### config.mk
export PLATFORM = sky130hd
export DESIGN_NAME = rmw_counter_engine
export DESIGN_NICKNAME = d
export VERILOG_FILES = /design/src/rtl/rmw_counter_engine.sv
export SDC_FILE = /design/constraint.sdc
export NUM_CORES = 1
export LEC_CHECK = 0
export CORE_UTILIZATION = 40
export CTS_BUF_LIST = sky130_fd_sc_hd__clkbuf_8
export DETAILED_ROUTE_END_ITERATION = 7
export HOLD_SLACK_MARGIN = 0.06
export PLACE_DENSITY = 0.78
export SYNTH_ARGS = -nofsm -noshare
export SYNTH_HDL_FRONTEND = slang
export SYNTH_SLANG_ARGS = --single-unit
### constraint.sdc
create_clock -name clk -period 3.2 [get_ports clk]
set_input_delay 0.32 -clock clk [delete_from_list [all_inputs] [get_ports clk]]
set_output_delay 0.32 -clock clk [all_outputs]
set_load 0.05 [all_outputs]
### src/rtl/rmw_counter_engine.sv
// Counter bank controller for a 2R/1W memory atom: initialises all counters, then
// performs pipelined read-modify-write increments and queries with result forwarding.
module rmw_counter_engine #(
  parameter int NUMADDR    = 8,
  parameter int BITADDR    = 3,
  parameter int BITDATA    = 8,
  parameter int SRAM_DELAY = 0,
  parameter int RSTSTRT    = 0,
  parameter int RSTINCR    = 0
) (
  input  logic               clk,
  input  logic               rst,
  output logic               ready,
  input  logic               upd_vld,
  input  logic [BITADDR-1:0] upd_adr,
  input  logic [BITDATA-1:0] upd_inc,
  input  logic               qry_vld,
  input  logic [BITADDR-1:0] qry_adr,
  output logic               qry_dout_vld,
  output logic [BITDATA-1:0] qry_dout,
  output logic               read_0,
  output logic [BITADDR-1:0] rd_adr_0,
  input  logic [BITDATA-1:0] rd_dout_0,
  output logic               read_1,
  output logic [BITADDR-1:0] rd_adr_1,
  input  logic [BITDATA-1:0] rd_dout_1,
  output logic               write_2,
  output logic [BITADDR-1:0] wr_adr_2,
  output logic [BITDATA-1:0] wr_din_2
);

  localparam int HN = SRAM_DELAY + 1;
  localparam logic [BITADDR-1:0] LAST  = BITADDR'(NUMADDR - 1);
  localparam logic [BITDATA-1:0] START = BITDATA'(RSTSTRT);
  localparam logic [BITDATA-1:0] INCR  = BITDATA'(RSTINCR);

  typedef enum logic {ST_INIT, ST_RUN} state_t;

  state_t             state, state_nxt;
  logic [BITADDR-1:0] init_cnt;
  logic [BITDATA-1:0] init_val;
  logic               ready_q;

  // History entry 0 is the write stage itself; deeper entries are older results.
  logic               h_vld [HN];
  logic [BITADDR-1:0] h_adr [HN];
  logic [BITDATA-1:0] h_dat [HN];

  logic               wr_vld_nxt;
  logic [BITADDR-1:0] wr_adr_nxt;
  logic [BITDATA-1:0] wr_dat_nxt;

  logic               upd_acc, qry_acc;
  logic               c_vld;
  logic [BITADDR-1:0] c_adr;
  logic [BITDATA-1:0] c_inc, c_sum;
  logic               o_vld;
  logic [BITADDR-1:0] o_adr;

  function automatic logic [BITDATA-1:0] fwd(input logic [BITADDR-1:0] a,
                                             input logic [BITDATA-1:0] dflt);
    logic               hit;
    logic [BITDATA-1:0] v;
    hit = 1'b0;
    v   = dflt;
    for (int unsigned k = 0; k < HN; k++) begin
      if (!hit && h_vld[k] && (h_adr[k] == a)) begin
        v   = h_dat[k];
        hit = 1'b1;
      end
    end
    return v;
  endfunction

  assign ready    = ready_q;
  assign upd_acc  = ready_q & upd_vld;
  assign qry_acc  = ready_q & qry_vld;
  assign read_0   = upd_acc;
  assign rd_adr_0 = ready_q ? upd_adr : '0;
  assign read_1   = qry_acc;
  assign rd_adr_1 = ready_q ? qry_adr : '0;

  generate
    if (SRAM_DELAY == 0) begin : g_nodly
      assign c_vld = upd_acc;
      assign c_adr = upd_adr;
      assign c_inc = upd_inc;
      assign o_vld = qry_acc;
      assign o_adr = qry_adr;
    end else begin : g_dly
      logic               p_vld [SRAM_DELAY];
      logic [BITADDR-1:0] p_adr [SRAM_DELAY];
      logic [BITDATA-1:0] p_inc [SRAM_DELAY];
      logic               q_vld [SRAM_DELAY];
      logic [BITADDR-1:0] q_adr [SRAM_DELAY];

      always_ff @(posedge clk or negedge rst) begin
        if (!rst) begin
          for (int unsigned k = 0; k < SRAM_DELAY; k++) begin
            p_vld[k] <= 1'b0;
            p_adr[k] <= '0;
            p_inc[k] <= '0;
            q_vld[k] <= 1'b0;
            q_adr[k] <= '0;
          end
        end else begin
          p_vld[0] <= upd_acc;
          p_adr[0] <= upd_adr;
          p_inc[0] <= upd_inc;
          q_vld[0] <= qry_acc;
          q_adr[0] <= qry_adr;
          for (int unsigned k = 1; k < SRAM_DELAY; k++) begin
            p_vld[k] <= p_vld[k-1];
            p_adr[k] <= p_adr[k-1];
            p_inc[k] <= p_inc[k-1];
            q_vld[k] <= q_vld[k-1];
            q_adr[k] <= q_adr[k-1];
          end
        end
      end

      assign c_vld = p_vld[SRAM_DELAY-1];
      assign c_adr = p_adr[SRAM_DELAY-1];
      assign c_inc = p_inc[SRAM_DELAY-1];
      assign o_vld = q_vld[SRAM_DELAY-1];
      assign o_adr = q_adr[SRAM_DELAY-1];
    end
  endgenerate

  assign c_sum        = fwd(c_adr, rd_dout_0) + c_inc;
  assign qry_dout_vld = o_vld;
  assign qry_dout     = o_vld ? fwd(o_adr, rd_dout_1) : '0;

  always_comb begin
    state_nxt  = state;
    wr_vld_nxt = c_vld;
    wr_adr_nxt = c_adr;
    wr_dat_nxt = c_sum;
    if (state == ST_INIT) begin
      wr_vld_nxt = 1'b1;
      wr_adr_nxt = init_cnt;
      wr_dat_nxt = init_val;
      if (init_cnt == LAST) state_nxt = ST_RUN;
    end
  end

  always_ff @(posedge clk or negedge rst) begin
    if (!rst) begin
      state    <= ST_INIT;
      init_cnt <= '0;
      init_val <= START;
      ready_q  <= 1'b0;
    end else begin
      state   <= state_nxt;
      ready_q <= (state == ST_RUN);
      if (state == ST_INIT) begin
        init_cnt <= init_cnt + 1'b1;
        init_val <= init_val + INCR;
      end
    end
  end

  always_ff @(posedge clk or negedge rst) begin
    if (!rst) begin
      for (int unsigned k = 0; k < HN; k++) begin
        h_vld[k] <= 1'b0;
        h_adr[k] <= '0;
        h_dat[k] <= '0;
      end
    end else begin
      h_vld[0] <= wr_vld_nxt;
      h_adr[0] <= wr_adr_nxt;
      h_dat[0] <= wr_dat_nxt;
      for (int unsigned k = 1; k < HN; k++) begin
        h_vld[k] <= h_vld[k-1];
        h_adr[k] <= h_adr[k-1];
        h_dat[k] <= h_dat[k-1];
      end
    end
  end

  assign write_2  = h_vld[0];
  assign wr_adr_2 = h_adr[0];
  assign wr_din_2 = h_dat[0];

endmodule

==> results.json <==
{
  "ys_seq_area_share_pct": 35.3,
  "drtIter0Drc": 28,
  "layout-drive-gt1-share_pct": 14.8,
  "die_y_um": 56.9,
  "ir_drop_mv": 0.210,
  "groute.usage.overall_pct": 19.5,
  "hpwlAfterDp_mm": 2.52,
  "grt_max_degree": 22,
  "rows": 19,
  "path_class": "in2reg",
  "antenna_found_initial": 0,
  "outcome": "finished, violations left",
  "hold_viol": 0,
  "synth_top_area_share_pct": 35.3,
  "leakagePower_nw": 0.868,
  "area_growth_pct": 57.3,
  "drc_errors": 9,
  "cts_root_buf": "clkbuf_8",
  "grt_setup_unrepaired": "no",
  "synthTopCellsByArea": "dfrtp_1 35%, mux2_2 11%, ha_1 9.3%",
  "setup_tns_ns": 0,
  "cts_resized": 0,
  "power_density_nw_per_um2": 418,
  "synth_cell_types": 31,
  "ys_ff_latch": 17,
  "cts_buffer_depth": 2,
  "vias_per_cell": 5.06,
  "io_pins": 64,
  "p_total_w": 0.000793,
  "fin_crit_ns": 2.89,
  "start_kind": "primary input",
  "synth.avg_cell_area_sq_um": 10.2,
  "ys_warn_count": 0,
  "cts.sinks": 17,
  "yosysTopAreaCell": "dfrtp_1",
  "cp-end-kind": "register",
  "tritoncts": "built",
  "postCtsSetupBuffers": 0,
  "crit_arrival_ns": 3.07,
  "htree_num_levels": 1,
  "grt_first_pass_wirelength_mm": 4.90,
  "first_pass_iters": 6,
  "drv_cap": 0,
  "timing.fmax_ghz": 0.346,
  "hold_path_class": "reg2reg",
  "setup_viol": 0,
  "initial_core_util_pct": 43.0,
  "final_common_cell": "clkdlybuf4s50_1",
  "timing.hold.ws_ns": 0.504,
  "postCtsHoldBufs": 0,
  "port_buffers": 63,
  "failed_checks": "DRC",
  "fin_crit_sh_pct": 90.3,
  "die_w_um": 56.9,
  "die_area_sq_um": 3240,
  "slew_headroom_pct": 48.7,
  "grt_pass1_vias": 1095,
  "coreArea_sq_um": 2810,
  "routedWlPerCell_um": 14.0,
  "syn_inst": 118,
  "ys.flop_type": "dfrtp_1",
  "synthArstFlopShare_pct": 100,
  "syn_area_sq_um": 1200,
  "fin_worst_skew_ns": 0.00399,
  "final_cell_mix": "55 x clkdlybuf4s50_1, 17 x dfrtp_1, 12 x mux2_2",
  "clkTransAtPathRegs_ns": 0.07,
  "slew_viol_final": 0,
  "place.gp.congestion": 0.817,
  "synth_fp_nets": 162,
  "num-nets-final": 228,
  "design_area_sq_um": 1900,
  "stdcell_count": 214,
  "cp_max_fo": 6,
  "diodes": 0,
  "clk_latency_ns": 0.25,
  "place_area_sq_um": 1850,
  "cts_made_buffers": 3,
  "place_inst": 210,
  "routed_wl_mm": 3.00,
  "vias": 1082,
  "tightest_slew_ns": 0.768,
  "ant_nets": 0,
  "overflow": 0,
  "cp.required_ns": 3.38,
  "synth-edff-count": 0
}
==> worst paths after layout <==
kind / from / end / slack (ns) / cells past startpoint
hold reg to reg: init_cnt[0]$_DFFE_PN0N_ / init_cnt[0]$_DFFE_PN0N_ / 0.50 / 1
setup reg to reg: wr_adr_2[1]$_DFF_PN0_ / wr_din_2[6]$_DFF_PN0_ / 0.42 / 11
hold / removal: init_cnt[0]$_DFFE_PN0N_ / init_cnt[0]$_DFFE_PN0N_ / 0.50 / 1
setup / recovery: upd_adr[1] / wr_din_2[6]$_DFF_PN0_ / 0.31 / 12
max in group asynchronous: rst / wr_din_2[5]$_DFF_PN0_ / 2.20 / 1
min in group asynchronous: rst / init_cnt[0]$_DFFE_PN0N_ / 0.51 / 1
==> report_power, final <==
| part | leakage [nW] | total, W | internal [W] | switching [W] |
|---|---|---|---|---|
| sequential | 0.198 | 0.000261 | 0.000239 | 0.0000219 |
| combinational | 0.647 | 0.000368 | 0.000153 | 0.000215 |
| clock | 0.0217 | 0.000164 | 0.0000876 | 0.0000766 |
| total | 0.868 | 0.000793 | 0.000479 | 0.000313 |
==> routing by layer <==
layer	wire length [um]	vias to the layer above	global-route usage (%)
li1	-	541	-
met1	1310	505	24.9
met2	1510	32	33.8
met3	139	4	0.922
met4	42	0	9.06
met5	0	-	0
==> state kept, by name, indices dropped and copies added, names as in the netlist <==
register / cells
init_cnt: 3
ready: 1
state: 1
wr_adr_2: 3
wr_din_2: 8
write_2: 1
==> cell families after synthesis <==
logic type,after synthesis,synth area share [%]
flip-flops,17,35.3
AND/OR/NAND/NOR,40,19.1
XOR/XNOR,9,6.54
adder cells (fa/ha/maj),10,11.0
AO/OA/AOI/OAI,10,4.99
multiplexers,22,19.6
buffers and inverters,10,3.43
==> area by class of cell <==
cell class                      instances  area [sq um]
Timing Repair Buffer                   64           618
Inverter                                7          26.3
Sequential cell                        17           425
Tap cell                               31          38.8
Multi-Input combinational cell         91           738
Clock inverter                          1          7.51
Fill cell                             229           910
Clock buffer                            3          41.3
==> worst max-delay path: stages <==
cell and delay, ns:
clkdlybuf4s50_1 0.52, xnor2_1 0.15, nand4_2 0.23, mux2_2 0.34, ha_1 0.21, inv_1 0.07
fa_1 0.19, nor2b_1 0.07, o21ai_0 0.23, a21oi_1 0.15, or4_1 0.47, nand3_1 0.12
==> per-stage QoR <==
stage	setup WS, ns	utilization (%)
floorplan	0.422	-
global placement	0.185	65.8
detailed placement	0.0597	65.8
CTS	0.313	67.6
global route	0.162	67.6
finish	0.311	67.6
==> Yosys cell counts (2+ instances only) <==
master    count
and2_1       10
nand2_1       2
dfrtp_1      17
ha_1          9
clkbuf_1      2
xnor2_1       9
mux2_2       12
a21oi_1       4
nor2b_1       5
nor2_1       10
inv_1         7
mux2i_1       9
o21ai_0       2
nand3_1       3
No activity file was read; power rests on OpenSTA's default activity.
==> variant 1: new RTL, config.mk and constraints unchanged <==
Set the parameter `BITDATA` to 7 (it was 8).
--- a/src/rtl/rmw_counter_engine.sv
+++ b/src/rtl/rmw_counter_engine.sv
@@ -3,7 +3,7 @@
 module rmw_counter_engine #(
   parameter int NUMADDR    = 8,
   parameter int BITADDR    = 3,
-  parameter int BITDATA    = 8,
+  parameter int BITDATA    = 7,
   parameter int SRAM_DELAY = 0,
   parameter int RSTSTRT    = 0,
   parameter int RSTINCR    = 0
Interface: changed (5 resized); port bits go from 64 to 59. No check against the original RTL was run, so the function may have changed too.
==> variant 1 against the original RTL <==
Clock power fell by 9.8%. Core utilization rose by 1.6 points. Non-clock buffer count fell by 3. Highest routed layer unchanged. Fmax fell by 1.2%. Critical path depth fell by 1. Area after synthesis fell by 8.8%. Wire length fell by 9.9%. Total power fell by 8.1%. Synthesized cell count fell by 14%. Worst setup slack got worse by 0.035 ns. Final area fell by 7.1%. Sequential cell count fell by 1. Critical endpoint unchanged.
==> variant 1: results (changes against the original RTL) <==
final_layout:
  fillCellCount: 207  # -9.6%
  largest_register_ffs: 7  # -1
  final_cells: 192  # -10%
  final_nets: 204  # -11%
hold_path:
  hp-class: "input port to async pin"
synth:
  yosys-top-cells-area: "dfrtp_1 (36%), mux2_2 (11%), ha_1 (9.1%), mux2i_1 (7.3%), and2_1 (6.8%)"
  ys_seq_area_share_pct: 36.4  # +1.1 points
  synth_common_cells: "dfrtp_1 (16), and2_1 (12), mux2_2 (11)"
  syn_area_per_cell_sq_um: 10.9  # +6.5%
  synth_cell_types: 30  # -3.2%
  synthesis.nets: 141  # -13%
worst_setup_path:
  cp.arrival_ns: 3.05  # -0.02 ns
sta:
  tightest_slew_ns: 0.704  # -0.0634 ns
global_routing:
  use_met2_pct: 37.0  # +3.2 points
  grt_max_degree: 21  # -4.5%
  met1_usage_pct: 26.4  # +1.5 points
  use_met3_pct: 1.67  # +0.75 points
  grt_pass1_vias: 974  # -11%
place:
  place_ws_ns: 0.00236  # -0.0574 ns
  dpl_cell_area_sq_um: 1720  # -6.9%
  portBuffers: 58  # -7.9%
power:
  power.leakage_nw: 0.807  # -7.0%
run_status:
  status: "finished, final reports clean"
drt:
  drt-initial-drc-count: 8  # -71%
  via_per_inst: 5.06  # about the same
  drtPass1Iterations: 4  # -2
  routedWlPerCell_microns: 14.1  # +0.40%
==> variant 1: critical path, cell delays in order <==
cell and delay, ns:
clkdlybuf4s50_1 0.46, xnor2_1 0.21, nand4_2 0.19, mux2_2 0.31, ha_1 0.21, fa_1 0.43
a211oi_1 0.28, o21bai_1 0.11, a21oi_1 0.19, nor2b_1 0.07, mux2_1 0.27
==> variant 1: cell families after synthesis <==
logic type / count (synthesis) / share of synthesized area (%)
buffers and inverters: 4 / 1.71
flip-flops: 16 / 36.4
XOR/XNOR: 10 / 7.97
multiplexers: 20 / 19.6
AND/OR/NAND/NOR: 31 / 16.7
AO/OA/AOI/OAI: 11 / 6.61
adder cells (fa/ha/maj): 9 / 10.9
==> variant 1: per-stage QoR <==
stage | hold WS [ns] | utilization (%)
6_report | 0.499 | 69.2
5_1_grt | 0.559 | 69.2
4_1_cts | 0.533 | 69.2
3_5_place_dp | 0.523 | 67.6
3_3_place_gp | 0.511 | 67.6
2_1_floorplan | 0.0244 | -
==> variant 1: layer usage <==
metal / wire [microns] / up-vias
li1: - / 479
met1: 1190 / 453
met2: 1390 / 35
met3: 86 / 4
met4: 42 / 0
met5: 0 / -
==> variant 1: final cells by class <==
type	count	share of cell area (%)
inverters	1	0.213
flip-flops and latches	16	22.7
multi-input cells	81	38.6
clock buffers	3	2.35
well taps	30	2.13
repair buffers	61	34.0
==> variant 1: worst paths after layout <==
check / startpoint / end / slack, ns / cells past startpoint
max: upd_adr[2] / wr_din_2[6]$_DFF_PN0_ / 0.28 / 11
min: rst / state$_DFF_PN0_ / 0.50 / 1
max reg2reg: wr_adr_2[0]$_DFF_PN0_ / wr_din_2[6]$_DFF_PN0_ / 0.41 / 10
min reg2reg: init_cnt[0]$_DFFE_PN0N_ / init_cnt[0]$_DFFE_PN0N_ / 0.53 / 1
max in group asynchronous: rst / wr_din_2[3]$_DFF_PN0_ / 2.25 / 1
min in group clk: init_cnt[0]$_DFFE_PN0N_ / init_cnt[0]$_DFFE_PN0N_ / 0.53 / 1
==> variant 1: power by group through the flow <==
| stage | Clock [W] | Combinational [W] | Sequential [W] |
|---|---|---|---|
| after floorplan | 0 | 0.000132 | 0.000320 |
| after global routing | 0.000164 | 0.000357 | 0.000248 |
| after detailed placement | 0 | 0.000337 | 0.000249 |
| final | 0.000148 | 0.000336 | 0.000244 |
| after global placement | 0 | 0.000333 | 0.000247 |
| after CTS | 0.000151 | 0.000339 | 0.000245 |
==> variant 2: new RTL, same flow settings <==
Made on the original files. Reset style: synchronous (`rst`), changed in 3 clocked blocks.
--- a/src/rtl/rmw_counter_engine.sv
+++ b/src/rtl/rmw_counter_engine.sv
@@ -94,7 +94,7 @@
       logic               q_vld [SRAM_DELAY];
       logic [BITADDR-1:0] q_adr [SRAM_DELAY];
 
-      always_ff @(posedge clk or negedge rst) begin
+      always_ff @(posedge clk) begin
         if (!rst) begin
           for (int unsigned k = 0; k < SRAM_DELAY; k++) begin
             p_vld[k] <= 1'b0;
@@ -144,7 +144,7 @@
     end
   end
 
-  always_ff @(posedge clk or negedge rst) begin
+  always_ff @(posedge clk) begin
     if (!rst) begin
       state    <= ST_INIT;
       init_cnt <= '0;
@@ -160,7 +160,7 @@
     end
   end
 
-  always_ff @(posedge clk or negedge rst) begin
+  always_ff @(posedge clk) begin
     if (!rst) begin
       for (int unsigned k = 0; k < HN; k++) begin
         h_vld[k] <= 1'b0;
Behaviour: differs if rst is asserted again (counterexample within 4 cycles, from zero or initial values and one cycle with rst low); with rst held inactive, the same outputs for 10 cycles.
==> variant 2 against the original RTL <==
Clock skew decreased by 0.0033 ns. Hold slack improved by 0.059 ns. Core utilization increased by 3.8 points. Final area decreased by 3.4%. Area after synthesis decreased by 6.2%. Wire length decreased by 1.5%. Critical path depth decreased by 1. Sequential cell count unchanged. Register-to-register slack improved by 0.02 ns. Count of clock-buffer cells in the layout unchanged. Worst setup slack got worse by 0.056 ns.
Power is not compared: it rests on default switching activity, and its combinational part moved more than twofold at a synthesized area within 25%.
==> variant 2: results (changes against the original RTL) <==
synth:
  synthXorXnorAreaFrac_pct: 9.30  # +2.8 points
  synth-async-reset-ratio_pct: 0  # -100 points
  synthAdderAreaFrac_pct: 11.7  # +0.73 points
worst_setup_path:
  r2r-start: "h_adr[0][1]$_SDFF_PN0_"
  cp.arrival_ns: 3.09  # +0.02 ns
  critical_path.top_delay_family: "compound AO/OA/AOI/OAI gates"
  crit_start: "upd_adr[0]"
hold_path:
  whs_endpoint: "init_cnt[1]$_SDFFE_PN0N_"
  hp-start: "init_cnt[1]$_SDFFE_PN0N_"
final_layout:
  finish.utilization_pct: 71.3  # +3.8 points
  nNonClkInverters: 4  # -3
  buffer_area_share_pct: 34.6  # +2.0 points
  buffers: 66  # +3.1%
  drive_gt1_share_pct: 12.3  # -2.5 points
  nFlopsAndLatches: 17  # unchanged
  clock_area_share_pct: 2.53  # -0.047 points
  nMultiInputCombCells: 96  # +5.5%
drt:
  via_per_inst: 5.02  # -0.65%
  routed_wl_microns: 2960  # -1.5%
sta:
  fin_skew_ns: 0.000671  # -0.00332 ns
  tightest_slew_ns: 0.632  # -0.135 ns
global_routing:
  grtUsageTotal_pct: 21.5  # +2.0 points
  grt_pass1_wl_microns: 4510  # -8.0%
place:
  dpl.hpwl_microns: 2420  # -3.9%
run_status:
  status: "finished, final reports clean"
variant 2: cell count changes after synthesis, moves of 2 or more:
cell     before  now
dfrtp_1      17    0
dfxtp_1       0   17
mux2i_1       9   15
mux2_2       12    7
nor2_1       10   14
a21o_1        0    3
and2_1       10    7
inv_1         7    4
nand2_1       2    5
and3_1        1    3
nand3_1       3    1
xnor2_1       9   11
variant 2: per-stage QoR:
step / hold WS, ns / instances / setup TNS (ns) / instance area, sq um
detailed placement: 0.553 / 213 / -0.0233 / 1790
CTS: 0.562 / 217 / 0 / 1830
floorplan: 0.490 / 120 / 0 / 1130
global route: 0.599 / 217 / 0 / 1830
finish: 0.563 / 217 / 0 / 1830
global placement: 0.547 / 213 / 0 / 1790
variant 2: metal layers:
| layer | track usage [%] | vias to the layer above | wire length (microns) |
|---|---|---|---|
| li1 | - | 545 | - |
| met1 | 23.2 | 500 | 1220 |
| met2 | 40.0 | 39 | 1540 |
| met3 | 3.01 | 6 | 143 |
| met4 | 11.7 | 0 | 55 |
| met5 | 0 | - | 0 |
